$ cat src/rtl/gpio_input_capture.sv
// GPIO input conditioning: two-flop synchronizer, optional per-bit debounce,
// edge detection and sticky write-1-to-clear interrupt status per bit.
module gpio_input_capture #(
    parameter int WIDTH           = 8,
    parameter int DEBOUNCE_CYCLES = 16
) (
    input  logic             clk,
    input  logic             rst_n,
    input  logic [WIDTH-1:0] gpio_pin,
    input  logic [WIDTH-1:0] gpio_oen,
    input  logic             debounce_en,
    input  logic [WIDTH-1:0] rise_en,
    input  logic [WIDTH-1:0] fall_en,
    input  logic [WIDTH-1:0] irq_clear,
    output logic [WIDTH-1:0] data_in,
    output logic [WIDTH-1:0] irq_status,
    output logic             interrupt
);

    localparam int CW = (DEBOUNCE_CYCLES > 1) ? $clog2(DEBOUNCE_CYCLES) : 1;
    localparam logic [CW-1:0] CNT_MAX = CW'(DEBOUNCE_CYCLES - 1);

    logic [WIDTH-1:0] sync1_q;
    logic [WIDTH-1:0] sync2_q;
    logic [WIDTH-1:0] data_q;
    logic [WIDTH-1:0] data_d;
    logic [WIDTH-1:0] data_prev_q;
    logic [WIDTH-1:0] status_q;
    logic [WIDTH-1:0] status_d;
    logic [WIDTH-1:0] rise;
    logic [WIDTH-1:0] fall;
    logic [CW-1:0]    cnt_q [WIDTH];
    logic [CW-1:0]    cnt_d [WIDTH];

    // Counters fall back to zero whenever the bit agrees with data_in or the
    // filter is bypassed, so a mode change always starts from a clean count.
    always_comb begin
        data_d = data_q;
        for (int i = 0; i < WIDTH; i++) begin
            cnt_d[i] = '0;
            if (!debounce_en) begin
                data_d[i] = sync2_q[i];
            end else if (sync2_q[i] != data_q[i]) begin
                if (cnt_q[i] == CNT_MAX) begin
                    data_d[i] = sync2_q[i];
                end else begin
                    cnt_d[i] = cnt_q[i] + CW'(1);
                end
            end
        end
    end

    assign rise     = data_q & ~data_prev_q & rise_en & ~gpio_oen;
    assign fall     = ~data_q & data_prev_q & fall_en & ~gpio_oen;
    assign status_d = (status_q & ~irq_clear) | rise | fall;

    always_ff @(posedge clk or negedge rst_n) begin
        if (!rst_n) begin
            sync1_q     <= '0;
            sync2_q     <= '0;
            data_q      <= '0;
            data_prev_q <= '0;
            status_q    <= '0;
            for (int i = 0; i < WIDTH; i++) begin
                cnt_q[i] <= '0;
            end
        end else begin
            sync1_q     <= gpio_pin;
            sync2_q     <= sync1_q;
            data_q      <= data_d;
            data_prev_q <= data_q;
            status_q    <= status_d;
            for (int i = 0; i < WIDTH; i++) begin
                cnt_q[i] <= cnt_d[i];
            end
        end
    end

    assign data_in    = data_q;
    assign irq_status = status_q;
    assign interrupt  = |status_q;

endmodule

$ cat config.mk
export PLATFORM = sky130hd
export DESIGN_NAME = gpio_input_capture
export DESIGN_NICKNAME = d
export VERILOG_FILES = /design/src/rtl/gpio_input_capture.sv
export SDC_FILE = /design/constraint.sdc
export NUM_CORES = 1
export LEC_CHECK = 0
export BUFFER_PORTS_ARGS = -buffer_cell sky130_fd_sc_hd__clkbuf_2
export CAP_MARGIN = 40
export CORE_ASPECT_RATIO = 0.75
export CORE_MARGIN = 2
export CORE_UTILIZATION = 45
export CTS_BUF_LIST = sky130_fd_sc_hd__clkbuf_4 sky130_fd_sc_hd__clkbuf_8
export CTS_CLUSTER_DIAMETER = 200
export DETAILED_ROUTE_END_ITERATION = 10
export GPL_ROUTABILITY_DRIVEN = 0
export GPL_TIMING_DRIVEN = 0
export MAX_ROUTING_LAYER = met4
export PLACE_DENSITY_LB_ADDON = 0.1
export SYNTH_ARGS = -nofsm -noshare
export SYNTH_HDL_FRONTEND = slang
export SYNTH_SLANG_ARGS = --single-unit
$ cat constraint.sdc
create_clock -name clk -period 1.1 [get_ports clk]
set_input_delay 0 -clock clk [delete_from_list [all_inputs] [get_ports clk]]
set_output_delay 0 -clock clk [all_outputs]
set_load 0.02 [all_outputs]
==> flow_summary.ini, run 1 <==
[run_status]
status = finished with violations
violations = negative setup slack

[synth]
synth_top_family_by_area = simple AND/OR/NAND/NOR gates
syn_area_um2 = 2860
synth_seq_cells = 72
synth-adder-area-share_pct = 3.50
synth-xor-area-share_pct = 5.20
synthFlopType = dfrtp_1
netlist_top_cells_count = dfrtp_1 (72), nand2_1 (21), inv_1 (15)
synthSimpleGateAreaFrac_pct = 14.8
yosysMostFrequentCell = dfrtp_1
syn_inst = 235
syn_avg_cell_area_um2 = 12.2
synth_top_area_share_pct = 62.9
yosys.area.top_type = dfrtp_1
synth.net_count = 286
synth_edf_count = 0
synth_compound_area_share_pct = 7.52
synthMuxAreaShare_pct = 3.54
ys_types = 22
ys_top_cells_by_area = dfrtp_1 (63%), ha_1 (3.5%), xor2_1 (3.1%), nand2_1 (2.8%), a21oi_1 (2.4%)
yosys_warnings = 0
seq_area_frac_synth_pct = 62.9
async_flop_share_pct = 100

[cells_and_area]
drive_gt1_share_pct = 42.8
areaGrowthSynthToFinish_pct = 50.3
fin_util_pct = 69.1
multi_input_area_um2 = 1270
fill_cells = 464
diodes = 0
regArea_um2 = 1810
finalNetCount = 415

[grt]
track_usage_pct = 20.4
grt_pass1_wl_mm = 10.1
antenna_found_initial = 0
grt-ovfl-total = 0
grt_max_degree = 47
grt_pass1_vias = 2204

[critical_path]
start_kind = flop
path_depth = 3
path_cells = nor4_4 > nand2_1 > buf_2
r2r_cells = 4
required_ps = 1100
cp-end-kind = output port
reg2reg_slack_ps = -40
cp_slowest_stage_delay_ps = 410
critPathMaxFanout = 2
worstSetupPathType = flop to output port
timing.rr.start = cnt_q[16]
crit_path_end = interrupt
critPathArrivalTime_ps = 1350
crit_buf_inv = 1
critical_path.startpoint = irq_status[2]
timing.rr.end = data_in[3]
critPathSlowestCell = dfrtp_1
crit_family = simple AND/OR/NAND/NOR gates

[clock_tree]
insertion_delay_ps = 340
cts.path.max_buffers = 2
cts_tree = yes
cts.clk_slew.worst_paths_ps = 70
root_buffer = clkbuf_8
cts.sinks = 72
cts_buffers = 9
cts-htree-levels = 3

[timing]
fin_skew_ps = 4.97
timing.slew.headroom_pct = 66.0
max_freq_mhz = 742
whs_ps = 14.8
tightest_slew_ps = 510
fin_ws_ps = -247
period_share_pct = 122
setup_viol = 9
hold_violations = 0
report.final.slew_viol_count = 0
rsz0062_at_grt = true
post-route-min-period_ps = 1350

[pwr]
p_leak_nw = 1.98
p_sw_mw = 1.56
p_comb_share_pct = 16.0
power.density_nw_per_um2 = 1370
ir_drop_mv = 0.813
switching_share_pct = 26.4
clkPwrFrac_pct = 33.0
p_seq_share_pct = 51.0
intPower_mw = 4.35

[drt]
first_pass_iters = 4
vias = 2165
drt-wirelength-per-cell_um = 14.2
viasPerCell = 4.81
antenna_left = 0
drtIter0Drc = 64
drc = 0
wirelength_mm = 6.40

[floorplanning]
fp.coreArea_um2 = 6220
die-area_um2 = 7020
start_util_pct = 46.0
die_y_um = 73.1
io_pins = 60
fp-row-count = 25
die_w_um = 96.1

[hold_path]
hold_path.class = primary input to flop

[placement]
port_buffers = 59
pre_cts_ws_ps = -104
hpwlAfterDp_mm = 3.74

[job]
maxCapViolCount = 0
## worst min-delay path by stage
stage	startpoint	endpoint	slack [ps]	cells past startpoint
2_1_floorplan	rst_n	cnt_q[0]	-300	0
3_3_place_gp	gpio_pin[1]	sync1_q[1]	110	1
3_5_place_dp	rst_n	cnt_q[3]	-20	1
4_1_cts	rise_en[2]	irq_status[2]	4	4
5_1_grt	fall_en[3]	irq_status[3]	20	4
6_report	fall_en[3]	irq_status[3]	10	4
## flip-flops by register name, indices dropped and copies added, names as in the netlist
name         flops
data_prev_q      8
data_in          8
sync1_q          8
irq_status       8
cnt_q           32
sync2_q          8
## tightest hold or removal path: stages
cell	delay [ps]
clkbuf_2	80
nand2_1	60
o21a_1	120
o22ai_1	60
## metal layers
layer	wire, um	up-vias	track usage [%]
met4	81	0	8.57
met5	0	-	-
met2	3160	47	33.6
li1	-	1066	-
met1	2870	1044	23.8
met3	285	8	5.27
## power by group through the flow
stage	clock (mW)	sequential, mW	combinational [mW]
floorplan	0	3.08	0.298
global placement	0	3.04	0.637
detailed placement	0	3.04	0.658
CTS	2.01	3.00	0.871
global route	2.10	3.05	1.05
finish	1.95	3.02	0.946
## placed cells by master, fill, tap and decap left out, types with 3 or more instances in the layout
cell type	synthesis	routed
a21oi_1	14	13
and3_1	9	9
buf_4	0	24
buf_6	1	5
clkbuf_2	0	56
clkbuf_8	0	12
clkinv_2	0	3
dfrtp_1	72	64
dfrtp_2	0	8
dlygate4sd3_1	0	31
ha_4	0	8
inv_1	15	15
mux2_4	3	8
nand2_1	21	16
nand2_2	3	8
nand3_2	0	7
nand3_4	0	3
nand3b_1	8	8
nand4b_1	7	7
nor2_1	9	9
nor3b_2	0	5
o21a_1	8	8
o21ai_0	7	7
o22ai_1	8	8
xnor2_1	7	6
xor2_1	10	6
xor2_2	0	4
## cells by family (layout without fill, tap and decap cells)
| logic type | after synthesis | count (layout) |
|---|---|---|
| mux | 8 | 8 |
| flops | 72 | 72 |
| compound gates | 37 | 37 |
| buf+inv | 17 | 151 |
| fa+ha+maj | 8 | 8 |
| xor+xnor | 17 | 17 |
| simple gates | 76 | 76 |
## cell type report
cell class / count / area share (%)
plain buffers: 2 / 0.349
clock buffers: 13 / 4.01
clock inverters: 3 / 0.349
inverters: 15 / 1.31
multi-input cells: 146 / 29.6
flip-flops and latches: 72 / 42.1
well taps: 81 / 2.36
repair buffers: 118 / 19.9
## stage by stage
stage	cell area, um^2	std cells	setup TNS (ps)	total power [mW]
after floorplan	2940	235	-90.0	3.38
after global routing	4300	450	-888	6.20
after detailed placement	3370	376	-650	3.70
after global placement	3340	375	-41880	3.67
after CTS	4130	445	-419	5.88
final	4300	450	-417	5.92
## repair_timing
action,in CTS,in global routing
resized for setup,15,31
endpoints found under the setup margin,10,27
buffers inserted,22,7
endpoints found under the hold margin,88,0
pin swaps,12,15
hold buffers,31,0
Note: power is estimated with default switching activity, not from simulation.
==> run 2, diff against run 1 <==
ABC_AREA = 1   (was unset)
clock period = 1.7 ns   (was 1.1 ns; I/O delays follow)
==> run 2 against run 1 <==
Compared with the run above:
- the run now ends clean
- hold slack improved by 35 ps
- die area increased by 5.3%
- design area decreased by 3.9%
- non-clock buffer count decreased by 9
- first-iteration DRC count decreased by 9.4%
- critical path depth increased by 2
- highest routed layer unchanged
- power decreased by 36%
- sequential power decreased by 36%
- combinational power decreased by 45%
- area after synthesis increased by 5.6%
- largest cell class unchanged
==> flow_summary.ini, run 2 <==
[cells_and_area]
final_common_cell = dfrtp_1
largest-register = cnt_q
areaGrowthSynthToFinish_pct = 36.8
drive_gt1_share_pct = 19.9
final_cell_mix = dfrtp_1 (72), nand2_1 (60), clkbuf_2 (58)
fin_util_pct = 64.5
fill_cells = 524
largest_reg_flops = 32
diodes = 0
finalNetCount = 496

[timing]
rsz0062_at_grt = false
report.final.slew_viol_count = 0
post-route-min-period_ps = 1450
timing.slew.headroom_pct = 78.6
hold_violations = 0
fin_setup_tns_ps = 0
fin_ws_ps = 251
max_freq_mhz = 690
fin_skew_ps = 8.51
period_share_pct = 85.2
setup_viol = 0
tightest_slew_ps = 321

[clock_tree]
cts.clk_slew.worst_paths_ps = 70
cts_buffers = 9
ctsResizeCount = 0
cts.sinks = 72
cts_tree = yes
cts-htree-levels = 3
ctsHoldBuffers = 49
root_buffer = clkbuf_8
insertion_delay_ps = 340
post_cts_buffers = 0
cts.path.max_buffers = 2

[critical_path]
critical_path.startpoint = data_in[4]
reg2reg_slack_ps = 250
timing.rr.start = data_in[4]
critPathArrivalTime_ps = 1650
start_kind = flop
r2r_cells = 5
timing.rr.end = irq_status[4]
cp-end-kind = flop
required_ps = 1910
critPathMaxFanout = 4
worstSetupPathType = flop to flop
crit_path_end = irq_status[4]

[pwr]
p_leak_nw = 2.15
ir_drop_mv = 0.554
power.density_nw_per_um2 = 914

[drt]
top_layer_used = met4
drt-wirelength-per-cell_um = 11.9
viasPerCell = 4.53
drtIter0Drc = 58
vias = 2394
detailroute.wirelength.met2_mm = 2.86
drc = 0
wirelength_mm = 6.28
dr_wl_met3_um = 285
first_pass_iters = 4
wirelength_met1_mm = 3.01
antenna_left = 0

[synth]
syn_inst = 325
yosysMostFrequentCell = dfrtp_1
seq_area_frac_synth_pct = 59.6
synthFlopType = dfrtp_1
synth.net_count = 376
synth_edf_count = 0
syn_avg_cell_area_um2 = 9.30
synth_top_area_share_pct = 59.6
yosys.area.top_type = dfrtp_1
yosys_warnings = 0
syn_area_um2 = 3020
synth_seq_cells = 72
netlist_top_cells_count = dfrtp_1 (72), nand2_1 (60), inv_1 (56)
ys_types = 15
ys_top_cells_by_area = dfrtp_1 (60%), nand2_1 (7.5%), inv_1 (7.0%), nand3_1 (6.6%), nor2_1 (5.0%)
async_flop_share_pct = 100

[floorplanning]
die_y_um = 75.0
start_util_pct = 47.1
fp-row-count = 25
die_w_um = 98.6
io_pins = 60
die-area_um2 = 7400
fp.coreArea_um2 = 6410

[grt]
antenna_found_initial = 0
grt_pass1_vias = 2250
grt_max_degree = 54
track_usage_pct = 19.3
grt_pass1_wl_mm = 10.3
grt-ovfl-total = 0

[placement]
port_buffers = 59
hpwlAfterDp_mm = 3.98
pre_cts_ws_ps = 588

[job]
maxCapViolCount = 0

[run_status]
status = complete, no violations

[hold_path]
hold_path.class = primary input to flop
run 2: critical path: stages, from the launching register on:
cell and delay (ps):
dfrtp_1 420, inv_1 120, nor2_1 50, nand3_1 70
dlygate4sd3_1 550, nand3_1 100
run 2: layer usage:
layer	vias to the layer above	GRT usage, %
met5	-	-
met4	0	7.46
met3	12	6.22
met2	56	30.2
met1	1081	23.8
li1	1245	-
run 2: cells by family after synthesis:
logic type | Yosys count | synth area share (%)
XOR/XNOR | 16 | 4.64
buffers and inverters | 63 | 8.11
flip-flops | 72 | 59.6
adder cells (fa/ha/maj) | 8 | 3.31
AND/OR/NAND/NOR | 166 | 24.3
run 2: worst min-delay path by stage:
stage / start / to / slack [ps] / cells after the start
floorplan: rst_n / cnt_q[0] / -300 / 0
global placement: gpio_pin[1] / sync1_q[1] / 110 / 1
detailed placement: rst_n / data_in[3] / -50 / 1
CTS: debounce_en / data_in[3] / 40 / 4
global route: debounce_en / data_in[3] / 50 / 4
finish: debounce_en / data_in[3] / 50 / 4
run 2: power by group:
| group | internal, mW | leakage [nW] | switching, mW |
|---|---|---|---|
| combinational | 0.234 | 1.15 | 0.288 |
| sequential | 1.83 | 0.909 | 0.0972 |
| clock | 0.739 | 0.0973 | 0.592 |
| total | 2.80 | 2.15 | 0.976 |
run 2: cell type report:
cell class	count	area [um^2]	share of cell area [%]
Inverter	61	229	5.54
Tap cell	81	101	2.45
Sequential cell	72	1800	43.6
Clock inverter	3	42.5	1.03
Clock buffer	11	151	3.66
Timing Repair Buffer	109	816	19.7
Multi-Input combinational cell	190	976	23.6
Buffer	2	16.3	0.393
run 2: through the flow:
step / hold slack [ps] / power, mW / instance area (um^2) / std cells
after floorplan: -296 / 2.19 / 3020 / 325
after global placement: 109 / 2.38 / 3420 / 465
after detailed placement: -53.1 / 2.40 / 3450 / 466
after CTS: 39.7 / 3.83 / 4130 / 529
after global routing: 51.1 / 3.99 / 4130 / 529
final: 49.7 / 3.78 / 4130 / 529
==> run 3, diff against run 2 <==
CORE_UTILIZATION = 55   (was 45)
==> run 3 against run 2 <==
Compared with the run above:
- routed wire length rose by 3.5%
- count of clock-buffer cells in the layout is 2 lower
- power grew 3.6%
- largest cell class unchanged
- highest routed layer unchanged
==> flow_summary.ini, run 3 (same netlist as run 2, synthesis figures left out) <==
[pwr]
ir_drop_mv = 0.456
p_leak_nw = 2.15
power.density_nw_per_um2 = 949
total_power_mw = 3.91

[cells_and_area]
fill_cells = 354
drive_gt1_share_pct = 20.4
areaGrowthSynthToFinish_pct = 36.4
final_cells = 522
regArea_um2 = 1800
fin_util_pct = 77.4
largest-register = cnt_q
design_area_um2 = 4120
multi_input_area_um2 = 976
largest_reg_flops = 32
final_cell_mix = dfrtp_1 (72), nand2_1 (60), clkbuf_2 (58)
finalNetCount = 493
final_common_cell = dfrtp_1
diodes = 0

[timing]
setup_viol = 0
period_share_pct = 83.8
report.final.slew_viol_count = 0
rsz0062_at_grt = false
fin_ws_ps = 275
timing.slew.headroom_pct = 80.7
tightest_slew_ps = 288
post-route-min-period_ps = 1420
max_freq_mhz = 702
fin_skew_ps = 4.98
fin_setup_tns_ps = 0
whs_ps = 60.6
hold_violations = 0

[floorplanning]
fp-row-count = 23
fp.coreArea_um2 = 5320
io_pins = 60
die_w_um = 89.6
die_y_um = 68.2
die-area_um2 = 6110
start_util_pct = 56.8

[grt]
track_usage_pct = 24.0
grt_pass1_wl_mm = 10.3
grt_pass1_vias = 2431
grt-ovfl-total = 0
antenna_found_initial = 0
grt_max_degree = 56

[clock_tree]
cts.sinks = 72
cts.path.max_buffers = 2
cts_tree = yes
insertion_delay_ps = 350
root_buffer = clkbuf_8
post_cts_buffers = 0
cts_buffers = 9
cts.clk_slew.worst_paths_ps = 80
cts-htree-levels = 3
ctsResizeCount = 0

[placement]
dp_cells = 460
pre_cts_ws_ps = 601
hpwlAfterDp_mm = 4.00
port_buffers = 59
placed_area_um2 = 3440

[drt]
wirelength_mm = 6.50
drt-wirelength-per-cell_um = 12.5
vias = 2483
viasPerCell = 4.76
antenna_left = 0
first_pass_iters = 4
drtIter0Drc = 66
drc = 0

[critical_path]
critPathMaxFanout = 4
cp-end-kind = flop
required_ps = 1930
start_kind = flop
critPathArrivalTime_ps = 1650
worstSetupPathType = flop to flop

[hold_path]
hold_path.class = primary input to flop

[job]
maxCapViolCount = 0

[run_status]
status = complete, no violations
[run 3: changes by cell type in the layout (fill, tap and decap cells not counted)]
| cell | change |
|---|---|
| clkinv_4 | +1 |
| clkbuf_8 | -2 |
| dlygate4sd3_1 | -3 |
| clkinvlp_4 | +2 |
| bufinv_16 | +1 |
[run 3: metal layers]
layer  global-route usage (%)  vias up  wire length (um)
li1                         -     1251                 -
met1                     25.7     1159              2710
met2                     41.9       61              3370
met3                     7.00       12               327
met4                     10.1        0                92
met5                        -        -                 0
[run 3: final timing paths]
path / startpoint / to / slack (ps) / cells after the start
worst min-delay path: debounce_en / data_in[3] / 60 / 4
worst min register to register: sync1_q[6] / sync2_q[6] / 350 / 0
max in group asynchronous: rst_n / cnt_q[10] / 1070 / 3
min in group asynchronous: rst_n / data_in[2] / 90 / 2
worst max register to register: data_in[2] / irq_status[2] / 280 / 5
worst max-delay path: data_in[2] / irq_status[2] / 280 / 5
[run 3: timing repair]
item / 4_1_cts / 5_1_grt
hold buffers: 46 / 0
hold endpoints to repair: 88 / 0
endpoints found under the setup margin: 0 / 0
[run 3: report_power, final]
group / internal, mW / switching, mW / leakage (nW)
Sequential: 1.83 / 0.0958 / 0.909
Clock: 0.824 / 0.639 / 0.101
Combinational: 0.233 / 0.296 / 1.14
Total: 2.88 / 1.03 / 2.15
[run 3: layout make-up]
cell class,count,share of cell area (%)
Timing Repair Buffer,106,19.1
Sequential cell,72,43.7
Buffer,2,0.395
Tap cell,75,2.28
Multi-Input combinational cell,190,23.7
Inverter,61,5.55
Clock buffer,9,3.00
Clock inverter,7,2.34
[run 3: worst max-delay path: stages, from the launching register on]
cell and delay, ps:
dfrtp_1 430, inv_1 120, nor2_1 50, nand3_1 70
nand3_1 70, dlygate4sd3_1 560
